### src/rtl/mem_read_arbiter.sv
// Shared AXI read-channel sequencer: arbitrates instruction/data requesters, issues one AR at a time, steers R beats.
// Optional read-after-write line hazard check on the data side: define MEM_READ_RAW_CHECK_EN.
module mem_read_arbiter #(
    parameter int unsigned LINE_WORD_NUM = 16,
    parameter int unsigned STARVE_LIMIT  = 4,
    parameter logic [3:0]  ID_INST       = 4'd0,
    parameter logic [3:0]  ID_DATA       = 4'd1
) (
    input  logic        i_clk,
    input  logic        i_rst_n,
    input  logic        i_i_req_valid,
    input  logic [31:0] i_i_addr,
    input  logic [3:0]  i_i_len,
    input  logic [2:0]  i_i_size,
    output logic        o_i_req_ready,
    output logic        o_i_rvalid,
    output logic        o_i_rlast,
    output logic [31:0] o_i_rdata,
    input  logic        i_d_req_valid,
    input  logic [31:0] i_d_addr,
    input  logic [3:0]  i_d_len,
    input  logic [2:0]  i_d_size,
    output logic        o_d_req_ready,
    output logic        o_d_rvalid,
    output logic        o_d_rlast,
    output logic [31:0] o_d_rdata,
    input  logic        i_write_busy,
    input  logic [31:0] i_write_addr,
    output logic [3:0]  arid,
    output logic [31:0] araddr,
    output logic [3:0]  arlen,
    output logic [2:0]  arsize,
    output logic [1:0]  arburst,
    output logic [1:0]  arlock,
    output logic [3:0]  arcache,
    output logic [2:0]  arprot,
    output logic        arvalid,
    input  logic        arready,
    input  logic [3:0]  rid,
    input  logic [31:0] rdata,
    input  logic [1:0]  rresp,
    input  logic        rlast,
    input  logic        rvalid,
    output logic        rready,
    output logic        o_idle,
    output logic        o_err
);

    localparam int unsigned LINE_LSB = $clog2(LINE_WORD_NUM) + 2;
    localparam int unsigned STARVE_W = (STARVE_LIMIT < 1) ? 1 : $clog2(STARVE_LIMIT + 1);

    typedef enum logic [1:0] {S_IDLE, S_ADDR, S_DATA} state_e;

    state_e              state_q, state_d;
    logic [3:0]          arid_q, arid_d;
    logic [31:0]         araddr_q, araddr_d;
    logic [3:0]          arlen_q, arlen_d;
    logic [2:0]          arsize_q, arsize_d;
    logic                owner_d_q, owner_d_d;
    logic [STARVE_W-1:0] starve_q, starve_d;
    logic [3:0]          beat_q, beat_d;
    logic                err_q, err_d;

    logic d_hazard, d_elig, starve_hit, grant_i, grant_d, fwd;
    logic unused_write;

    // Data request is held off while the write queue still owns the same cache line.
`ifdef MEM_READ_RAW_CHECK_EN
    assign d_hazard = i_write_busy && (i_d_addr[31:LINE_LSB] == i_write_addr[31:LINE_LSB]);
`else
    assign d_hazard = 1'b0;
`endif
    assign unused_write = ^{i_write_busy, i_write_addr};

    assign d_elig     = i_d_req_valid && !d_hazard;
    assign starve_hit = (starve_q >= STARVE_W'(STARVE_LIMIT));

    always_comb begin
        state_d   = state_q;
        arid_d    = arid_q;
        araddr_d  = araddr_q;
        arlen_d   = arlen_q;
        arsize_d  = arsize_q;
        owner_d_d = owner_d_q;
        starve_d  = starve_q;
        beat_d    = beat_q;
        err_d     = err_q;
        grant_i   = 1'b0;
        grant_d   = 1'b0;
        case (state_q)
            S_IDLE: begin
                if (d_elig && !(i_i_req_valid && starve_hit)) begin
                    grant_d = 1'b1;
                end else if (i_i_req_valid) begin
                    grant_i = 1'b1;
                end
                if (grant_d) begin
                    state_d   = S_ADDR;
                    arid_d    = ID_DATA;
                    araddr_d  = i_d_addr;
                    arlen_d   = i_d_len;
                    arsize_d  = i_d_size;
                    owner_d_d = 1'b1;
                    beat_d    = 4'd0;
                    if (i_i_req_valid && !starve_hit) begin
                        starve_d = STARVE_W'(starve_q + 1'b1);
                    end
                end else if (grant_i) begin
                    state_d   = S_ADDR;
                    arid_d    = ID_INST;
                    araddr_d  = i_i_addr;
                    arlen_d   = i_i_len;
                    arsize_d  = i_i_size;
                    owner_d_d = 1'b0;
                    beat_d    = 4'd0;
                    starve_d  = '0;
                end
            end
            S_ADDR: begin
                if (arready) begin
                    state_d = S_DATA;
                end
            end
            S_DATA: begin
                // Foreign-id beats are swallowed and flagged; they do not advance the burst.
                if (rvalid) begin
                    if (rid != arid_q) begin
                        err_d = 1'b1;
                    end else begin
                        if (rresp != 2'b00) begin
                            err_d = 1'b1;
                        end
                        beat_d = 4'(beat_q + 4'd1);
                        if (rlast) begin
                            if (beat_q != arlen_q) begin
                                err_d = 1'b1;
                            end
                            state_d = S_IDLE;
                        end
                    end
                end
            end
            default: state_d = S_IDLE;
        endcase
    end

    always_ff @(posedge i_clk or negedge i_rst_n) begin
        if (!i_rst_n) begin
            state_q   <= S_IDLE;
            arid_q    <= 4'd0;
            araddr_q  <= 32'd0;
            arlen_q   <= 4'd0;
            arsize_q  <= 3'd0;
            owner_d_q <= 1'b0;
            starve_q  <= '0;
            beat_q    <= 4'd0;
            err_q     <= 1'b0;
        end else begin
            state_q   <= state_d;
            arid_q    <= arid_d;
            araddr_q  <= araddr_d;
            arlen_q   <= arlen_d;
            arsize_q  <= arsize_d;
            owner_d_q <= owner_d_d;
            starve_q  <= starve_d;
            beat_q    <= beat_d;
            err_q     <= err_d;
        end
    end

    assign arid    = arid_q;
    assign araddr  = araddr_q;
    assign arlen   = arlen_q;
    assign arsize  = arsize_q;
    assign arburst = 2'b01;
    assign arlock  = 2'b00;
    assign arcache = 4'd0;
    assign arprot  = 3'd0;
    assign arvalid = (state_q == S_ADDR);
    assign rready  = (state_q == S_DATA);

    assign o_i_req_ready = grant_i && i_rst_n;
    assign o_d_req_ready = grant_d && i_rst_n;

    assign fwd        = rready && rvalid && (rid == arid_q);
    assign o_i_rvalid = fwd && !owner_d_q;
    assign o_d_rvalid = fwd && owner_d_q;
    assign o_i_rlast  = o_i_rvalid && rlast;
    assign o_d_rlast  = o_d_rvalid && rlast;
    assign o_i_rdata  = rdata;
    assign o_d_rdata  = rdata;

    assign o_idle = (state_q == S_IDLE) && !i_i_req_valid && !i_d_req_valid;
    assign o_err  = err_q;

endmodule

### config.mk
export PLATFORM = sky130hd
export DESIGN_NAME = mem_read_arbiter
export DESIGN_NICKNAME = d
export VERILOG_FILES = /design/src/rtl/mem_read_arbiter.sv
export SDC_FILE = /design/constraint.sdc
export NUM_CORES = 1
export LEC_CHECK = 0
export ABC_AREA = 1
export BUFFER_PORTS_ARGS = -buffer_cell sky130_fd_sc_hd__buf_2
export CAP_MARGIN = 20
export CORE_UTILIZATION = 25
export CTS_CLUSTER_DIAMETER = 150
export CTS_CLUSTER_SIZE = 8
export DETAILED_ROUTE_END_ITERATION = 12
export MAX_ROUTING_LAYER = met4
export PLACE_DENSITY = 0.71
export SKIP_CTS_REPAIR_TIMING = 1
export SLEW_MARGIN = 20
export SYNTH_ARGS = -nofsm -noshare
export SYNTH_HDL_FRONTEND = slang
export SYNTH_SLANG_ARGS = --single-unit
### constraint.sdc
create_clock -name i_clk -period 1.3 [get_ports i_clk]
set_input_delay 0.13 -clock i_clk [delete_from_list [all_inputs] [get_ports i_clk]]
set_output_delay 0.13 -clock i_clk [all_outputs]
set_load 0.03 [all_outputs]
==> results of run 1 <==
==> critical path: cells and delay by family, from the launching register on <==
family,cells,cell delay [ps]
flops,1,370
simple gates,3,430
buf+inv,3,300
==> power by group <==
part	internal [mW]	leakage [nW]	switching (mW)
Combinational	2.54	1.51	3.76
Sequential	2.27	0.613	0.466
Clock	1.16	0.0971	0.593
==> cells by family (layout without fill, tap and decap cells) <==
logic type,count (synthesis),after routing
and+or+nand+nor,131,131
buffers and inverters,123,216
AOI/OAI and AO/OA,89,89
DFF,50,50
adders and majority gates,2,2
other,2,14
xor gates and xnor gates,2,2
==> sequential cells by signal, indices dropped and copies added (netlist names) <==
| signal | cells |
|---|---|
| araddr | 32 |
| arid | 1 |
| arlen | 4 |
| arsize | 3 |
| beat_q | 4 |
| o_err | 1 |
| starve_q | 3 |
| state_q | 2 |
==> cell usage after synthesis <==
| cell type | number | area [sq um] |
|---|---|---|
| a21oi_1 | 3 | 15.0 |
| a21oi_2 | 1 | 8.76 |
| a21oi_4 | 1 | 16.3 |
| buf_2 | 7 | 35.0 |
| buf_4 | 79 | 593 |
| buf_6 | 1 | 11.3 |
| clkbuf_1 | 8 | 30.0 |
| conb_1 | 2 | 7.51 |
| dfrtp_1 | 50 | 1250 |
| ha_1 | 2 | 25.0 |
| inv_1 | 26 | 97.6 |
| inv_2 | 2 | 7.51 |
| nand2_1 | 68 | 255 |
| nand3_1 | 6 | 30.0 |
| nand3_2 | 1 | 10.0 |
| nor2_1 | 52 | 195 |
| nor2_2 | 1 | 6.26 |
| nor3_1 | 3 | 15.0 |
| o21ai_0 | 48 | 240 |
| o21ai_1 | 31 | 155 |
| o22ai_1 | 4 | 25.0 |
| o31ai_1 | 1 | 7.51 |
| xor2_1 | 2 | 17.5 |
==> how the worst max path moves through the flow <==
stage | startpoint | endpoint | slack, ps | cells past startpoint
floorplan | state_q[1] | o_d_rlast | -100 | 4
global placement | state_q[1] | araddr[29] | -90 | 6
detailed placement | state_q[1] | araddr[29] | -120 | 6
CTS | state_q[0] | o_d_rlast | -350 | 5
global route | state_q[0] | o_i_req_ready | -310 | 6
finish | state_q[1] | o_d_rlast | -210 | 6
==> final cells by class <==
cell class / instances / area [sq um]
multi-input combinational: 238 / 1370
timing repair inverter: 1 / 11.3
clock buffer: 6 / 139
clock inverter: 2 / 60.1
fill: 1222 / 7580
sequential: 50 / 1250
timing repair buffer: 179 / 1250
tap: 147 / 184
inverter: 28 / 120
==> routing by layer <==
layer | vias up | routed length (um) | GRT usage
li1 | 1385 | - | -
met1 | 1286 | 3770 | 0.146
met2 | 117 | 4160 | 0.220
met3 | 20 | 523 | 0.0302
met4 | 0 | 252 | 0.0542
met5 | - | 0 | -
==> through the flow <==
step	cell area (sq um)	setup WS, ps
global placement	3580	-93.1
CTS	3780	-350
detailed placement	3580	-117
floorplan	3160	-97.3
global route	4380	-311
finish	4380	-212
==> flow_results.org, run 1 <==
** Detailed routing
- Starting DRC count in detailed routing :: 90
- Iteration count of the initial detailed-routing pass :: 5
- Detailed-route via count :: 2808
- Antenna Nets Post-Route :: 0
- Wirelength per Cell :: 13.4 um
- After detailed routing, the total wire length is 8.71 mm.
- In the routed design, unresolved DRC markers number 0.
- Routed via count divided by cell count :: 4.31

** Synthesis
- Share of cell area taken by muxes after synthesis :: 0
- Number of synthesized register bits :: 50
- The area fraction in compound gates after synthesis was 0.153.
- Of the total synthesized cell area, the portion taken by AND, OR, NAND and NOR gates is 0.167.
- Summed instance area of the synthesized netlist :: 3060 sq um
- Number of distinct library cell variants in the gate-level netlist after synthesis :: 23
- Synthesized netlist cell count :: 399
- Sequential area share after synthesis :: 0.410
- By area, the combinational part of the netlist is dominated by buffers and inverters.
- Of the total synthesized cell area, the portion taken by full adders, half adders and majority gates is 0.00819.
- Area share of xor/xnor cells in the synthesized design :: 0.00573
- The Yosys step of the flow raised 0 warnings.
- Mean cell area of the mapped netlist :: 7.66 sq um

** Floorplanning
- The floorplan step defined a die boundary enclosing 12700 sq um.
- I/O pin cnt :: 284
- The core region is 12000 sq um.
- Starting Density :: 0.255
- Chip height :: 113 um
- Row generation in the floorplan step produced 40 rows.
- Die Wd :: 113 um

** Placed design
- The HPWL after detailed placement is 5.85 mm.
- GPL Wtd Cong :: 0.754
- Total placed cells including tap cells :: 625
- In this run the tool buffered the top-level ports with 140 buffer cells.

** Cells and area
- Once layout is complete, the utilization of the core stands at 0.366.
- Number of standard cells in the final layout excluding fillers :: 651
- The library cells used most frequently in the layout, excluding fill and tap cells, are buf_2, dfrtp_1, nand2_1, nor2_1, o21ai_1.
- Ratio of cells with drive above 1 in the final layout :: 0.504
- The library cell used most frequently in the layout, excluding fill and tap cells, is buf_2.
- Layout Area Growth over Synthesis :: 43.4%
- Final-stage net count :: 661
- 0 antenna diodes ended up in the layout.

** STA
- Hold is met by 60.3 ps.
- Subtracting the final worst setup slack from the clock period gives 1510 ps.
- Accumulated negative setup slack :: -7010 ps
- Setup slack of the critical path after layout :: -212 ps
- The max-slew violation count is 0.
- The clock arrives with 3.33 ps of skew.
- For this run, the top clock speed supported by timing is 661 MHz.
- Setup violations remaining at the end of the flow were counted as 50.
- RSZ-0062 raised after global routing :: yes
- Number of hold-slack violations in the final timing report :: 0
- Final period utilization :: 1.16

** Worst setup path
- For this design, the slowest cell found on the critical path is dfrtp_1.
- Element type at the critical path end :: output port
- For the worst setup path, the data required time is 1170 ps.
- CP most frequent cell :: buf_6
- The largest single stage delay on the critical path is 370 ps.
- Reg2reg path depth :: 8
- The worst setup path is of the reg -> out kind.
- Endpoint of the worst-slack reg-to-reg timing path :: araddr[8]
- Launch instance of the worst register-to-register path :: state_q[0]
- STA classifies the critical path startpoint as a flip-flop.
- The worst register-to-register path has a setup slack of -190 ps.
- Along the worst path, the maximum fanout reaches 5.
- The signal on the critical path passes through buf_6 -> inv_4 -> nor2_4 -> nand3_4 -> nor3_4 -> buf_6.
- STA puts the critical path data arrival time at 1380 ps.

** GRT
- Total routing usage reported by global routing :: 0.130
- Antenna violations before repair :: 0
- First-pass GRT wire length :: 12.5 mm
- Entering global routing, the biggest net connects 51 pins.
- Congestion Overflow GR :: 0
- Via count of the first global-routing pass :: 2625

** Worst hold path
- The worst hold path passes through 2 cells.
- The worst hold path begins at arready.
- For hold timing, the worst endpoint is state_q[0].
- Type of the worst min-delay path :: in -> reg

** CTS
- Clock-pin slew was measured on the worst setup and hold paths at 70 ps.
- The later pin in the worst-skew pair is clocked with a latency of 290 ps.
- Clock sinks :: 50
- The root buffer cell chosen for the clock tree is clkbuf_16.
- TritonCTS built the clock tree.
- The H-tree generated during clock tree synthesis spans 2 levels.
- Clock buffer count from CTS :: 5
- In this run the deepest clock path goes through 2 buffers.

** Power and ir drop
- The analysis attributes to cell leakage a power of 2.22 nW.
- IR analysis of the VDD net gives a maximum drop of 0.811 mV.
- Dividing total power by cell area gives a power density of 2460 nW/um^2.
- The completed layout was analyzed and its total power is 10.8 mW.

** Status
- Violated checks :: negative setup slack
- Run status :: finished with violations

** Run
- Count of maximum capacitance violations :: 0
Note: power is estimated with default switching activity, not from simulation.
==> inputs of run 2 (changes only) <==
--- a/config.mk
+++ b/config.mk
@@ -5,15 +5,15 @@
 export SDC_FILE = /design/constraint.sdc
 export NUM_CORES = 1
 export LEC_CHECK = 0
-export ABC_AREA = 1
 export BUFFER_PORTS_ARGS = -buffer_cell sky130_fd_sc_hd__buf_2
 export CAP_MARGIN = 20
-export CORE_UTILIZATION = 25
+export CORE_AREA = 2 2 111 113
 export CTS_CLUSTER_DIAMETER = 150
 export CTS_CLUSTER_SIZE = 8
 export DETAILED_ROUTE_END_ITERATION = 12
+export DIE_AREA = 0 0 113 115
 export MAX_ROUTING_LAYER = met4
-export PLACE_DENSITY = 0.71
+export PLACE_DENSITY = 0.74
 export SKIP_CTS_REPAIR_TIMING = 1
 export SLEW_MARGIN = 20
 export SYNTH_ARGS = -nofsm -noshare
==> flow_results.org, run 2 <==
** Status
- The run finished, with violations left.
- The checks that failed: design-rule violations, negative setup slack.

** Worst setup path
- Register-to-register setup slack :: -130 ps (+60 ps)
- Walking the worst path, the cells encountered are nor2b_4 -> nand3_4 -> nor3_4 -> buf_6.
- Required time of the critical path :: 1170 ps (about the same)
- Top fanout value on the critical path :: 5 (unchanged)
- Endpoint of the worst-slack reg-to-reg timing path :: beat_q[1]
- Launch instance of the worst register-to-register path :: state_q[1]
- Reg2reg path depth :: 6 (-2)
- Critical path's largest stage delay :: 430 ps (+60 ps)
- The arrival time at the worst endpoint is 1360 ps (-20 ps).
- Type of the worst setup path :: reg -> out
- Worst Setup Start Kind :: flip-flop
- Element type at the critical path end :: output port
- The largest individual stage delay along the critical path comes from the cell dfrtp_2.

** CTS
- The clock sink count was 50 (unchanged).
- TritonCTS built the clock tree.
- The root buffer cell chosen for the clock tree is clkbuf_16.
- The clock transition at the registers of the reported paths was 70 ps (about the same).
- The number of buffers on the longest clock path came to 2 (unchanged).
- Number of H-tree levels :: 2 (unchanged)
- Clock buffer count from CTS :: 5 (unchanged)
- The clock network latency to the later pin of the worst-skew pair came to 280 ps (about the same).

** Detailed routing
- The iteration count of the initial detailed-routing pass is 10 (+5).
- Detailed-route via count :: 2607 (-7.2%)
- Final routed wirelength across all metal layers :: 8.74 mm (+0.26%)
- The number of design rule violations left after detail routing is 16 (+16).
- Antenna Nets Post-Route :: 0 (unchanged)
- Routed via count divided by cell count :: 4.63 (+7.4%)
- The wire length per cell after detailed routing came to 15.5 um (+16%).
- The iteration-0 DRC count of the detailed router was 110 (+22%).

** Floorplanning
- The area of the die came to 13000 sq um (+2.6%).
- Starting Density :: 0.264 (+0.00876)
- Chip height :: 115 um (+2.2%)
- Die Wd :: 113 um (+0.40%)
- The boundary pin count was 284 (unchanged).
- The core outline area is 11800 sq um (-1.3%).
- The standard-cell row count is 40 (unchanged).

** STA
- The minimum period implied by the final worst setup slack was 1490 ps (-25.4 ps).
- Achievable Freq :: 673 MHz (+1.7%)
- Setup repair after global routing could not meet its margin everywhere.
- The worst path setup slack after routing was -187 ps (+25.4 ps).
- Skew final :: 5.81 ps (+2.48 ps)
- The share of the clock period used by the worst path after layout came to 1.14 (-0.0195).
- Headroom to the max-slew limit came out at 0.557.
- The max-slew violation count came to 0 (unchanged).
- Actual slew at the worst max-slew pin :: 664 ps
- Number of hold-slack violations in the final timing report :: 0 (unchanged)
- The count of endpoints failing setup in the final report is 52 (+4.0%).

** Cells and area
- The number of flip-flops under the largest register name is 32 (unchanged).
- Most frequent cells in the layout :: buf_2, dfrtp_1, o21ai_1, mux2i_1, o21ai_2
- Most common cell after layout, fill and taps aside :: buf_2
- Antenna diode count :: 0 (unchanged)
- Number of fill cells :: 1167 (-4.5%)
- The non-filler instance count after layout is 563 (-14%).
- Final instance area :: 4280 sq um (-2.4%)
- Ratio of cells with drive above 1 in the final layout :: 0.587 (+0.0826)
- Final-stage net count :: 574 (-13%)
- The area growth from synthesis to layout is 37.0%.

** GRT
- First-pass GRT wire length :: 11.7 mm (-6.8%)
- Maximum number of pins on one net before global-route repair :: 51 (unchanged)
- The global route total overflow is 0 (unchanged).
- Total routing usage reported by global routing :: 0.114 (-0.0160)
- The number of global-route vias before repair is 2488 (-5.2%).
- Antenna violations before repair :: 0 (unchanged)

** Power and ir drop
- Relative contribution of sequential cells to total power :: 0.293 (+0.039)
- Net switching power of the design :: 4.37 mW (-9.3%)
- The switching share of power came to 0.456 (+0.00917).
- Clk network pwr share :: 0.136 (-0.026)
- Internal portion of total power :: 5.22 mW (-13%)
- Relative contribution of combinational cells to total power :: 0.571 (-0.013)
- The leakage power of the design is 2.13 nW (-4.2%).
- The total power density per cell area was 2240 nW/um^2 (-8.9%).
- Worst vdd ir :: 1.04 mV (+28%)

** Synthesis
- The average size of a mapped cell came to 9.69 sq um (+27%).
- By instance count, the leading cell after synthesis is buf_4.
- Number of distinct library cell variants in the gate-level netlist after synthesis :: 34 (+48%)
- Post-synth EDFFs :: 0 (unchanged)
- Proportion of register bits with asynchronous set or reset after synthesis :: 1.00 (unchanged)
- Synthesized netlist cell count :: 322 (-19%)
- Sequential area share after synthesis :: 0.401 (-0.00854)
- By area the synthesized netlist is led by dfrtp_1, buf_4, mux2i_1.
- Post-synth top cells :: buf_4, dfrtp_1, o21ai_0, mux2i_1, o21ai_1
- Yosys warning total :: 0 (unchanged)
- The area of the mapped netlist was 3120 sq um (+2.1%).
- Synth area leader :: dfrtp_1
- The share of the synthesized area in the top cell type came to 0.401 (-0.00854).
- Top_reg_cell synth :: dfrtp_1
- The total of flip-flops plus latches after synthesis was 50 (unchanged).

** Placed design
- GPL Wtd Cong :: 0.767 (+1.6%)
- Area after DPL :: 3640 sq um (+1.5%)
- DP Wirelength :: 5.65 mm (-3.3%)
- Total placed cells including tap cells :: 542 (-13%)
- The count of buffers inserted at the top-level ports came to 140 (unchanged).

** Run
- Count of maximum capacitance violations :: 0 (unchanged)

** Worst hold path
- The tightest min-delay check is of the in -> async type.
[run 2: cell types whose count changed in the layout (fill, tap and decap cells not counted), moves of 16 or more]
cell | previous run | this run
nor2_1 | 45 | 1
mux2i_1 | 0 | 40
o21ai_0 | 20 | 2
nand2_1 | 48 | 1
nand2_2 | 16 | 0
inv_1 | 23 | 4
[run 2: logic make-up (layout without fill, tap and decap cells)]
| logic type | count (synthesis) | in the layout | synth area share |
|---|---|---|---|
| buffers and inverters | 102 | 184 | 0.230 |
| AOI/OAI and AO/OA | 93 | 93 | 0.158 |
| DFF | 50 | 50 | 0.401 |
| muxes | 44 | 44 | 0.142 |
| and+or+nand+nor | 23 | 23 | 0.0429 |
| xor gates and xnor gates | 6 | 6 | 0.0168 |
| adders and majority gates | 2 | 2 | 0.00802 |
| other | 2 | 14 | 0.00241 |
[run 2: critical path, delay by kind of cell, from the launching register on]
family,cells,cell delay [ps]
buffers and inverters,1,150
flip-flops,1,430
AND/OR/NAND/NOR,3,490
[run 2: how the worst max path moves through the flow]
| stage | depth (start not counted) | slack, ps | end | from |
|---|---|---|---|---|
| final | 4 | -190 | o_d_rlast | state_q[1] |
| after global routing | 4 | -240 | o_i_rlast | arid[0] |
| after floorplan | 4 | -70 | o_d_rlast | state_q[0] |
| after CTS | 4 | -390 | o_d_rlast | state_q[0] |
| after detailed placement | 4 | -70 | o_d_rlast | state_q[0] |
| after global placement | 4 | -40 | araddr[14] | starve_q[2] |
[run 2: per-stage QoR]
stage          power [mW]  utilization  worst slack [ps]  setup TNS, ps  hold slack [ps]
6_report             9.59        0.362              -187          -3970             1.17
5_1_grt              10.1        0.362              -241          -6710             57.5
4_1_cts              8.34        0.320              -392          -5130             20.7
3_5_place_dp         6.99        0.308             -73.6          -1980              260
3_3_place_gp         6.86        0.308             -35.8           -510              260
2_1_floorplan        5.96            -             -70.6           -152             -166
[run 2: layout make-up]
| type | count | area [sq um] | share of cell area |
|---|---|---|---|
| clock buffers | 7 | 143 | 0.0334 |
| repair buffers | 173 | 1190 | 0.279 |
| multi-input cells | 182 | 1480 | 0.347 |
| flip-flops and latches | 50 | 1260 | 0.294 |
| well taps | 147 | 184 | 0.0430 |
| inverters | 4 | 15.0 | 0.00351 |
[run 2: metal layers]
| metal | track usage | wire (um) |
|---|---|---|
| met5 | - | 0 |
| met4 | 0.0455 | 128 |
| met3 | 0.0295 | 604 |
| met2 | 0.196 | 4470 |
| met1 | 0.126 | 3530 |
[run 2: power groups by stage]
stage | sequential, mW | combinational, mW | clock, mW
global route | 2.90 | 5.83 | 1.41
CTS | 2.65 | 4.32 | 1.36
finish | 2.81 | 5.47 | 1.30
detailed placement | 2.67 | 4.33 | 0
global placement | 2.63 | 4.22 | 0
floorplan | 3.82 | 2.13 | 0
==> inputs of run 3 (changes only) <==
--- a/config.mk
+++ b/config.mk
@@ -14,6 +14,7 @@
 export DIE_AREA = 0 0 113 115
 export MAX_ROUTING_LAYER = met4
 export PLACE_DENSITY = 0.74
+export RECOVER_POWER = 50
 export SKIP_CTS_REPAIR_TIMING = 1
 export SLEW_MARGIN = 20
 export SYNTH_ARGS = -nofsm -noshare
==> flow_results.org, run 3 (same netlist as run 2, synthesis figures left out) <==
** Placed design
- Count of input and output buffers :: 140 (unchanged)
- Worst setup slack after placement :: -73.6 ps (unchanged)
- The placed cell count is 542 (unchanged).
- The routability-driven placement congestion ratio is 0.767 (unchanged).
- The estimated wirelength of the detail-placed design is 5.65 mm (unchanged).

** Power and ir drop
- The switching share of power is 0.456 (about the same).
- The design internal power is 5.21 mW (about the same).
- Clk network pwr share :: 0.136 (about the same)
- The total power density per cell area was 2240 nW/um^2 (about the same).
- The part of the total power dissipated in combinational logic came to 0.571 (about the same).
- The power spent charging and discharging nets was 4.37 mW (about the same).
- Leak :: 2.12 nW (-0.16%)
- The sequential share of power is 0.293 (about the same).
- Worst vdd ir :: 1.04 mV (unchanged)

** Cells and area
- Antenna diode count :: 0 (unchanged)
- Flip-flop count of the largest register, all copies and words added :: 32 (unchanged)
- The post-synthesis to final-layout area growth came to 36.9% (about the same).
- The filler cell count in the final layout was 1168 (+0.086%).
- Leaving out fill and tap cells, the most frequent cells in the layout are buf_2, dfrtp_1, o21ai_1, mux2i_1, o21ai_2.
- The share of layout cells above drive strength 1 is 0.584 (-0.00240).
- Final-stage net count :: 574 (unchanged)
- Leaving out fill and tap cells, the most frequent cell in the layout is buf_2.
- Number of standard cells in the final layout excluding fillers :: 563 (unchanged)

** Worst hold path
- The path class of the tightest hold or removal check is in -> reg.

** Worst setup path
- Top fanout value on the critical path :: 5 (unchanged)
- The kind of cell with the highest combined delay along the critical path is simple AND/OR/NAND/NOR gates.
- Type of the worst setup path :: reg -> out
- Element type at the critical path end :: output port
- The maximum single-stage delay on the critical path was 430 ps (about the same).
- Ordered cell list for the critical path :: nor2b_4 -> nand3_4 -> nor3_4 -> buf_6
- The arrival time at the worst endpoint came to 1360 ps (about the same).
- Critical path buffer and inverter count :: 1 (unchanged)
- Worst Setup Start Kind :: flip-flop
- The required time of the critical path is 1170 ps (about the same).
- Among all stages on the critical path, the largest delay is contributed by dfrtp_2.

** Detailed routing
- The total via count after detailed routing is 2606 (-0.038%).
- The wire length reported by the detailed router was 8.73 mm (about the same).
- DRC Markers :: 16 (unchanged)
- The wire length per cell after detailed routing is 15.5 um (about the same).
- The iteration-0 DRC count of the detailed router was 110 (unchanged).
- The post-detailed-route via-to-cell ratio was 4.63 (about the same).
- The number of nets with antenna violations after detailed routing is 0 (unchanged).
- Iteration count of the initial detailed-routing pass :: 10 (unchanged)

** CTS
- Clock buffer count from CTS :: 5 (unchanged)
- The clock transition at the registers of the reported paths is 70 ps (about the same).
- Number of H-tree levels :: 2 (unchanged)
- Root Buffer :: clkbuf_16
- The clock network latency to the later pin of the worst-skew pair was 280 ps (about the same).
- TritonCTS built the clock tree.
- Max clock buf depth :: 2 (unchanged)
- Clock sinks :: 50 (unchanged)

** Status
- The checks that failed: design-rule violations, negative setup slack.
- Run status :: finished with violations

** Floorplanning
- The x dimension of the die was 113 um (unchanged).
- Die outline area :: 13000 sq um (unchanged)
- Starting Density :: 0.264 (unchanged)
- Chip height :: 115 um (unchanged)
- The boundary pin count is 284 (unchanged).
- The core outline area is 11800 sq um (unchanged).
- Total number of placement rows :: 40 (unchanged)

** STA
- The number of failing hold endpoints at the final stage was 0 (unchanged).
- Setup slack of the critical path after layout :: -187 ps (unchanged)
- RSZ-0062 raised after global routing :: yes
- Number of slew-limit violations in the final report :: 0 (unchanged)
- Final setup violating endpoints :: 52 (unchanged)
- Skew final :: 5.81 ps (unchanged)
- Actual slew at the worst max-slew pin :: 1290 ps (+630 ps)
- The worst hold slack was 60.7 ps (+59.6 ps).
- The fmax came to 673 MHz (unchanged).
- The worst slew margin relative to its limit was 0.137 (-0.420).
- Final period utilization :: 1.14 (unchanged)
- Post-layout min period :: 1490 ps (unchanged)

** Run
- Count of maximum capacitance violations :: 0 (unchanged)

** GRT
- Antenna violations before repair :: 0 (unchanged)
- The wire length of the first global-routing pass was 11.7 mm (unchanged).
- The total track usage was 0.114 (unchanged).
- Maximum number of pins on one net before global-route repair :: 51 (unchanged)
- The global route total overflow was 0 (unchanged).
- Via count of the first global-routing pass :: 2488 (unchanged)
-- run 3: stage by stage --
step	utilization	area [sq um]	TNS, ps	power [mW]
finish	0.362	4270	-3970	9.58
global route	0.362	4270	-8680	10.1
CTS	0.320	3780	-5130	8.34
detailed placement	0.308	3640	-1980	6.99
global placement	0.308	3640	-510	6.86
floorplan	-	3260	-152	5.96
-- run 3: power groups by stage --
stage                     Combinational, mW  Clock, mW  Sequential [mW]
after floorplan                        2.13          0             3.82
after global placement                 4.22          0             2.63
after detailed placement               4.33          0             2.67
after CTS                              4.32       1.36             2.65
after global routing                   5.83       1.41             2.90
final                                  5.47       1.30             2.81
-- run 3: per-layer routing --
metal / vias to the layer above / global-route usage / routed length, um
met5: - / - / 0
met1: 1240 / 0.126 / 3530
met2: 133 / 0.196 / 4470
met3: 18 / 0.0295 / 603
li1: 1215 / - / -
met4: 0 / 0.0455 / 128
-- run 3: path summary, 6_finish.rpt --
check	start	to	slack (ps)	depth (start not counted)
setup / recovery	state_q[1]	o_d_rlast	-190	4
max in group asynchronous	i_rst_n	arlen[3]	140	2
hold / removal	arready	state_q[0]	60	2
hold reg to reg	araddr[30]	araddr[30]	500	2
min in group asynchronous	i_rst_n	starve_q[2]	300	2
setup reg to reg	state_q[1]	beat_q[1]	-130	6
-- run 3: layout make-up --
cell class / instances / area, sq um / share of cell area
Timing Repair Buffer: 173 / 1190 / 0.279
Inverter: 4 / 15.0 / 0.00351
Sequential cell: 50 / 1260 / 0.294
Clock buffer: 7 / 143 / 0.0334
Tap cell: 147 / 184 / 0.0431
Multi-Input combinational cell: 182 / 1480 / 0.347
-- run 3: worst reg2reg max path, cell delays in order, from the launching register on --
cell	delay [ps]
dfrtp_2	430
nor2b_4	200
nand3_4	140
buf_4	170
buf_4	120
buf_4	140
mux2i_1	110
